**src/rtl/id_insn_queue_pkg.sv**
```systemverilog
// Shared sizing for the ID-stage instruction queue.
// Latency: n/a (constants and a pure helper function only).
// Backpressure: n/a.
//
// Contents:
//   IQ_DEPTH, IQ_ADDR_W, IQ_DATA_W  default queue geometry
//   IQ_PTR_W, IQ_CNT_W              pointer and occupancy widths
//   iq_ptr_t, iq_cnt_t              typed pointer and occupancy ranges
//   iq_entry_t                      one queued (pc, insn) pair
package id_insn_queue_pkg;

  localparam int IQ_DEPTH  = 4;
  localparam int IQ_ADDR_W = 30;
  localparam int IQ_DATA_W = 32;

  // A pointer covers exactly DEPTH slots, so it wraps on natural binary overflow.
  localparam int IQ_PTR_W = $clog2(IQ_DEPTH);
  // One extra code is needed so that count==DEPTH (full) is representable.
  localparam int IQ_CNT_W = $clog2(IQ_DEPTH + 1);

  typedef logic [IQ_PTR_W-1:0] iq_ptr_t;
  typedef logic [IQ_CNT_W-1:0] iq_cnt_t;

  typedef struct packed {
    logic [IQ_ADDR_W-1:0] pc;
    logic [IQ_DATA_W-1:0] insn;
  } iq_entry_t;

endpackage

```
**src/rtl/id_insn_queue_mem.sv**
```systemverilog
// Purpose: DEPTH x WIDTH register array holding the queued entries.
// Latency: write lands on the clock edge; the read port is combinational.
// Backpressure: none; the caller decides when a write is legal.
//
// Ports:
//   clk    in   clock
//   we     in   write enable
//   waddr  in   write slot
//   wdata  in   write data
//   raddr  in   read slot
//   rdata  out  contents of slot raddr
//
// The array has no reset. Reads of a slot that has not been written are
// masked by the queue's empty check, so their contents never escape.
module iq_mem #(
  parameter int DEPTH = 4,
  parameter int WIDTH = 62
) (
  input  logic                     clk,
  input  logic                     we,
  input  logic [$clog2(DEPTH)-1:0] waddr,
  input  logic [WIDTH-1:0]         wdata,
  input  logic [$clog2(DEPTH)-1:0] raddr,
  output logic [WIDTH-1:0]         rdata
);

  logic [WIDTH-1:0] mem [DEPTH];

  always_ff @(posedge clk) begin
    if (we) begin
      mem[waddr] <= wdata;
    end
  end

  assign rdata = mem[raddr];

endmodule

```
**src/rtl/id_insn_queue.sv**
```systemverilog
// Purpose: in-order (pc, insn) queue between the IF/ID register and the ID decoder.
// Latency: 1 cycle from if_en to q_en; no write-to-read bypass.
// Backpressure: if_stall=1 while full (held upstream); id_stall=1 holds the head stable.
//
// Ports:
//   clk       in   clock
//   reset     in   asynchronous reset, active-high
//   if_pc     in   PC of the fetched instruction
//   if_insn   in   fetched instruction
//   if_en     in   if_pc/if_insn valid
//   if_stall  out  stall request to IF; 1 = queue full
//   flush     in   pipeline flush; empties the queue on the next edge
//   id_stall  in   decoder cannot accept the head this cycle
//   q_pc      out  head-entry PC (0 when empty)
//   q_insn    out  head-entry instruction (0 when empty)
//   q_en      out  head entry valid
//   q_count   out  current occupancy
module id_insn_queue
  import id_insn_queue_pkg::*;
#(
  parameter int DEPTH  = IQ_DEPTH,
  parameter int ADDR_W = IQ_ADDR_W,
  parameter int DATA_W = IQ_DATA_W
) (
  input  logic                       clk,
  input  logic                       reset,
  input  logic [ADDR_W-1:0]          if_pc,
  input  logic [DATA_W-1:0]          if_insn,
  input  logic                       if_en,
  output logic                       if_stall,
  input  logic                       flush,
  input  logic                       id_stall,
  output logic [ADDR_W-1:0]          q_pc,
  output logic [DATA_W-1:0]          q_insn,
  output logic                       q_en,
  output logic [$clog2(DEPTH+1)-1:0] q_count
);

  localparam int PTR_W = $clog2(DEPTH);
  localparam int CNT_W = $clog2(DEPTH + 1);
  localparam int ENT_W = ADDR_W + DATA_W;

  logic [PTR_W-1:0] wr_ptr_q, wr_ptr_d;
  logic [PTR_W-1:0] rd_ptr_q, rd_ptr_d;
  logic [CNT_W-1:0] count_q, count_d;

  logic             full;
  logic             empty;
  logic             push;
  logic             pop;
  logic [ENT_W-1:0] head_dat;

  assign full  = (count_q == CNT_W'(DEPTH));
  assign empty = (count_q == '0);

  // Flush suppresses both push and pop, so any traffic in the flush cycle is
  // discarded. push needs ~full and pop needs ~empty, which rules out the
  // push&pop-while-full and push&pop-while-empty corner cases by construction.
  assign push = if_en & ~full & ~flush;
  assign pop  = ~empty & ~id_stall & ~flush;

  always_comb begin
    wr_ptr_d = wr_ptr_q;
    rd_ptr_d = rd_ptr_q;
    count_d  = count_q;
    if (flush) begin
      wr_ptr_d = '0;
      rd_ptr_d = '0;
      count_d  = '0;
    end else begin
      // Pointers are exactly log2(DEPTH) bits wide, so +1 wraps modulo DEPTH.
      if (push) wr_ptr_d = wr_ptr_q + 1'b1;
      if (pop)  rd_ptr_d = rd_ptr_q + 1'b1;
      unique case ({push, pop})
        2'b10:   count_d = count_q + 1'b1;
        2'b01:   count_d = count_q - 1'b1;
        default: count_d = count_q;
      endcase
    end
  end

  always_ff @(posedge clk or posedge reset) begin
    if (reset) begin
      wr_ptr_q <= '0;
      rd_ptr_q <= '0;
      count_q  <= '0;
    end else begin
      wr_ptr_q <= wr_ptr_d;
      rd_ptr_q <= rd_ptr_d;
      count_q  <= count_d;
    end
  end

  iq_mem #(
    .DEPTH(DEPTH),
    .WIDTH(ENT_W)
  ) u_mem (
    .clk  (clk),
    .we   (push),
    .waddr(wr_ptr_q),
    .wdata({if_pc, if_insn}),
    .raddr(rd_ptr_q),
    .rdata(head_dat)
  );

  // Head outputs derive only from registered state, so there is no
  // combinational path from id_stall or if_en to any output. Masking with
  // empty hides stale or never-written storage.
  assign q_en     = ~empty;
  assign q_pc     = empty ? '0 : head_dat[ENT_W-1:DATA_W];
  assign q_insn   = empty ? '0 : head_dat[DATA_W-1:0];
  assign q_count  = count_q;
  assign if_stall = full;

endmodule

```
**config.mk**
```make
export PLATFORM = sky130hd
export DESIGN_NAME = id_insn_queue
export DESIGN_NICKNAME = d
export VERILOG_FILES = /design/src/rtl/id_insn_queue_pkg.sv /design/src/rtl/id_insn_queue_mem.sv /design/src/rtl/id_insn_queue.sv
export SDC_FILE = /design/constraint.sdc
export NUM_CORES = 1
export LEC_CHECK = 0
export CAP_MARGIN = 10
export CORE_MARGIN = 2
export CORE_UTILIZATION = 41
export CTS_BUF_LIST = sky130_fd_sc_hd__clkbuf_4
export DETAILED_ROUTE_END_ITERATION = 7
export PLACE_DENSITY = 0.58
export RECOVER_POWER = 50
export SLEW_MARGIN = 5
export SYNTH_ARGS = -nofsm -noshare
export SYNTH_HDL_FRONTEND = slang
export SYNTH_SLANG_ARGS = --single-unit
```
**constraint.sdc**
```tcl
create_clock -name clk -period 7.4 [get_ports clk]
set_input_delay 1.11 -clock clk [delete_from_list [all_inputs] [get_ports clk]]
set_output_delay 1.11 -clock clk [all_outputs]
set_load 0.1 [all_outputs]
```
# After elaboration in Yosys (flattened, before gate mapping)
# Memories as Yosys holds them, arrays and structs flattened.
# Cells that the tools add are included.
# totals
regBits	7
ram_bits	248
out_inout_bits	67
word_cells	33
memories	1
# classes
add_sub_neg	4
n_eq_ne	3
n_mux	10
bitwise_logic	8
n_reduce_logical	4
# memory_table
name	depth	word_bits	rd	rd_ports_with_merged_regs	wr	line	text
u_mem.mem	4	62	1	0	1	id_insn_queue_mem.sv:27	logic [WIDTH-1:0] mem [DEPTH];
# ops
op	n
32-bit two-way mux	1
30-bit two-way mux	1
2-bit two-way mux	4
3-bit case mux with 2 select lines	1
2-bit by 1-bit adder with 2-bit output, second input constant	2
1-bit AND	4
1-bit NOT	4
2-bit nonzero test	2
3-bit by 1-bit adder with 3-bit output, second input constant	1
3-bit equality test, second input constant	1
3-bit logical NOT	1
3-bit two-way mux	1
3-bit nonzero test	1
3-bit by 1-bit subtractor with 3-bit output, second input constant	1
2-bit by 1-bit equality test with 1-bit output, second input constant	1
2-bit equality test, second input constant	1
1-bit two-way mux	2

# Logic depth before layout (Yosys ltp)
# depth
depth_word	7
mapped_depth	9
depth_no_buf	8

# Modules after synthesis
# A second synthesis with hierarchy kept.
# unflattened
hier_cells	450
hier_area_um2	9934.5
# by_module_without_submodules
module	instances	cells_each	area_per_inst_um2	seq_area_each_um2
iq_mem	1	328	9047.4	7447.1
id_insn_queue	1	122	887.1	175.2

# Worst setup path before layout
# No wires, ideal clock.
# synth_timing
path_type	reg-to-output
from	reg count_q[2], in the netlist q_count[2]
to	out q_insn[0]
arrival_ns	3.030
slack_ns	3.260
stages_incl_launch_ff	6
path_buffers	3
cell_sequence	dfrtp_1 clkbuf_2 nor3_4 buf_4 clkbuf_1 nor2b_1
# synth_via
elab_chain_len	2
# synth_rtl
element	line	text
from (decl)	id_insn_queue.sv:45	logic [CNT_W-1:0] count_q, count_d;
from (signal assigned)	id_insn_queue.sv:90	count_q <= count_d;
3-bit logical NOT	id_insn_queue.sv:54	assign empty = (count_q == '0);
32-bit two-way mux	id_insn_queue.sv:111	assign q_insn = empty ? '0 : head_dat[DATA_W-1:0];
to (decl)	id_insn_queue.sv:34	output logic [DATA_W-1:0] q_insn,
# Every way passes these cells.

# Final worst setup path
# layout_timing
from	in if_en
to	mem u_mem.mem[1][19], enable pin
# layout_via
elab_chain_len	4
# layout_rtl
element	line	text
from (decl)	id_insn_queue.sv:29	input logic if_en,
1-bit AND (2 in series)	id_insn_queue.sv:59	assign push = if_en & ~full & ~flush;
1-bit two-way mux	id_insn_queue_mem.sv:30	if (we) begin
1-bit two-way mux (implied by the code)	id_insn_queue_mem.sv:31	mem[waddr] <= wdata;
to (decl)	id_insn_queue_mem.sv:27	
# Every way passes these cells.

==> results.json <==
{
  "postCtsHoldBufs": 0,
  "fin_crit_sh": 0.772,
  "critPathMaxStageDelay_ps": 3470,
  "portBuffers": 133,
  "dominantRegCellSynth": "edfxtp_1",
  "p_per_area_mw_per_mm2": 293,
  "violations": "capacitance limit, slew limit",
  "num_vias": 4959,
  "grt_usage": 0.157,
  "areaGrowthSynthToFinish_pct": 24.5,
  "synth_xor_area_frac": 0.00176,
  "reg2reg_from": "q_count[2]",
  "drv_slew": 252,
  "synthSimpleGateAreaFrac": 0.0546,
  "synthArstFlopShare": 0.0275,
  "yosysMostFrequentCell": "edfxtp_1",
  "slew_headroom": -2.22,
  "whs_path_depth": 2,
  "worst_slew_pin_slew_ps": 4830,
  "wire_per_inst_um": 19.6,
  "coreArea_mm2": 0.0236,
  "synthCells": 459,
  "grt_start_max_net_pins": 64,
  "fp.dieH_um": 160,
  "synth_area_per_cell_um2": 21.7,
  "synthAdderAreaFrac": 0.00705,
  "clock_skew_ps": 42.5,
  "drt_iter0_markers": 241,
  "critical_path_class": "in -> reg",
  "p_total_mw": 3.63,
  "path_buf_inv": 1,
  "hold_viol": 0,
  "r2r_slack_ps": 2320,
  "ctsResizeCount": 0,
  "cts_root_buf": "clkbuf_4",
  "endpoint_kind": "register",
  "n_fill_cell": 1948,
  "yosysTopAreaCellShare": 0.749,
  "ant_nets": 0,
  "setup_viol": 0,
  "crit_family": "simple AND/OR/NAND/NOR gates",
  "cp_num_cells": 4,
  "synth_mux_area_frac": 0.141,
  "syn_nets": 531,
  "grt_overflow": 0,
  "status": "finished with violations",
  "hp-start": "wr_ptr_q[1]",
  "synthTopCellsByArea": "edfxtp_1 75%, mux4_2 14%, nor2b_1 3.3%",
  "drive_gt1_frac": 0.251,
  "fin_crit_ps": 5710,
  "rsz0062_at_grt": "no",
  "cts_tree": "yes",
  "crit_path_top_delay_cell": "and2_0",
  "synth_largest_area_cell": "edfxtp_1",
  "drt_first_pass_iters": 4,
  "yosysWarnings": 0,
  "worstPathCellList": "dlygate4sd3_1, o31ai_1, nor2_1, and2_0",
  "syn_area_mm2": 0.00994,
  "synth-compound-area-share": 0.00982,
  "via_per_inst": 4.98,
  "clk_pin_slew_ps": 60,
  "ys_types": 33,
  "clock.fmax_ghz": 0.175,
  "cts_buffer_depth": 3,
  "crit_arrival_ps": 5800,
  "r2r.worst_path.cells": 4,
  "die_w_um": 160,
  "fp-row-count": 56,
  "cts.sinks": 255,
  "synth_edf_count": 248,
  "grt_pass1_wl_um": 30500,
  "max_cap_violations": 4,
  "drc": 0,
  "hp-class": "reg -> reg",
  "h-tree-depth": 3,
  "ys_ff_latch": 255,
  "leakage_nw": 3.98,
  "required_ps": 7490,
  "antenna_found_initial": 4,
  "ir_drop_v": 0.000137,
  "postCtsSetupBuffers": 0,
  "clkLatencyLatePin_ps": 640,
  "ios": 134,
  "tns_ps": 0,
  "design.die.area_mm2": 0.0255,
  "dp_hpwl_um": 10800,
  "grt_pass1_vias": 5536,
  "cp-start-kind": "input pin",
  "synth-seq-area-share": 0.767,
  "place_congestion": 0.694,
  "routed_wl_um": 19500,
  "path_max_fanout": 62,
  "start_util": 0.421,
  "startpoint": "if_en",
  "synth_top_family_by_area": "multiplexers",
  "synth_common_cells": "248 x edfxtp_1, 62 x mux4_2, 53 x nor2b_1, 10 x and2b_1, 9 x buf_2",
  "fin_nets": 710,
  "cts_buffers": 66
}
## where the power goes
group | total (mW) | switching [mW] | internal, mW
sequential | 1.68 | 0.0293 | 1.65
combinational | 0.761 | 0.546 | 0.215
clock | 1.20 | 0.511 | 0.684
## metal layers
metal / track usage / up-vias / wire, um
met1: 0.194 / 2534 / 8170
met5: 0 / - / 13
li1: - / 2243 / -
met3: 0.0475 / 26 / 1210
met2: 0.264 / 154 / 9870
met4: 0.0570 / 2 / 263
## worst paths after layout
path                                    end
setup / recovery           u_mem.mem[1][19]
min in group asynchronous        q_count[2]
hold / removal                  wr_ptr_q[1]
max in group asynchronous       rd_ptr_q[0]
hold reg to reg                 wr_ptr_q[1]
setup reg to reg           u_mem.mem[1][19]
## worst register-to-register path, stage by stage, from the launching register on
cell	delay [ps]
dfrtp_1	500
inv_1	170
o31ai_1	160
nor2_1	210
and2_0	3470
## state kept, by name, indices dropped and copies added (netlist names)
name / count
u_mem.mem: 248
rd_ptr_q: 2
wr_ptr_q: 2
q_count: 3
## layout make-up
cell class	instances	area, um2	area share
clock inverter	8	109	0.00880
antenna	4	10.0	0.000809
tap	319	399	0.0323
inverter	8	30.0	0.00243
clock buffer	95	713	0.0576
timing repair buffer	136	1350	0.109
sequential	255	7630	0.617
multi-input combinational	171	2130	0.172
## stage by stage
stage / cell area [um2] / cells / utilization / worst slack [ps] / hold slack [ps]
2_1_floorplan: 9940 / 459 / - / 3260 / 542
3_3_place_gp: 11600 / 889 / 0.489 / 2860 / 564
3_5_place_dp: 11600 / 889 / 0.489 / 2850 / 632
4_1_cts: 12400 / 992 / 0.524 / 2140 / 646
5_1_grt: 12400 / 995 / 0.524 / 1210 / 689
6_report: 12400 / 996 / 0.524 / 1690 / 638
## cell usage in the layout (no fill, tap or decap), types with 3 or more instances in the layout
cell             count
ha_1                 4
buf_4                3
diode_2              4
nand2_1              4
clkbuf_4            95
dfrtp_1              5
bufinv_16            3
and2_0               4
dlygate4sd3_1       65
edfxtp_1           248
inv_1                8
nor2b_1             53
a21oi_1              5
mux4_2              62
nor2_1               8
clkinv_1             3
clkdlybuf4s50_1     68
and2b_1             10
## cells by family after synthesis
logic type | Yosys count
flops | 255
simple gates | 87
mux | 63
buf+inv | 33
compound gates | 14
fa+ha+maj | 5
xor+xnor | 2
No activity file was read; power rests on OpenSTA's default activity.
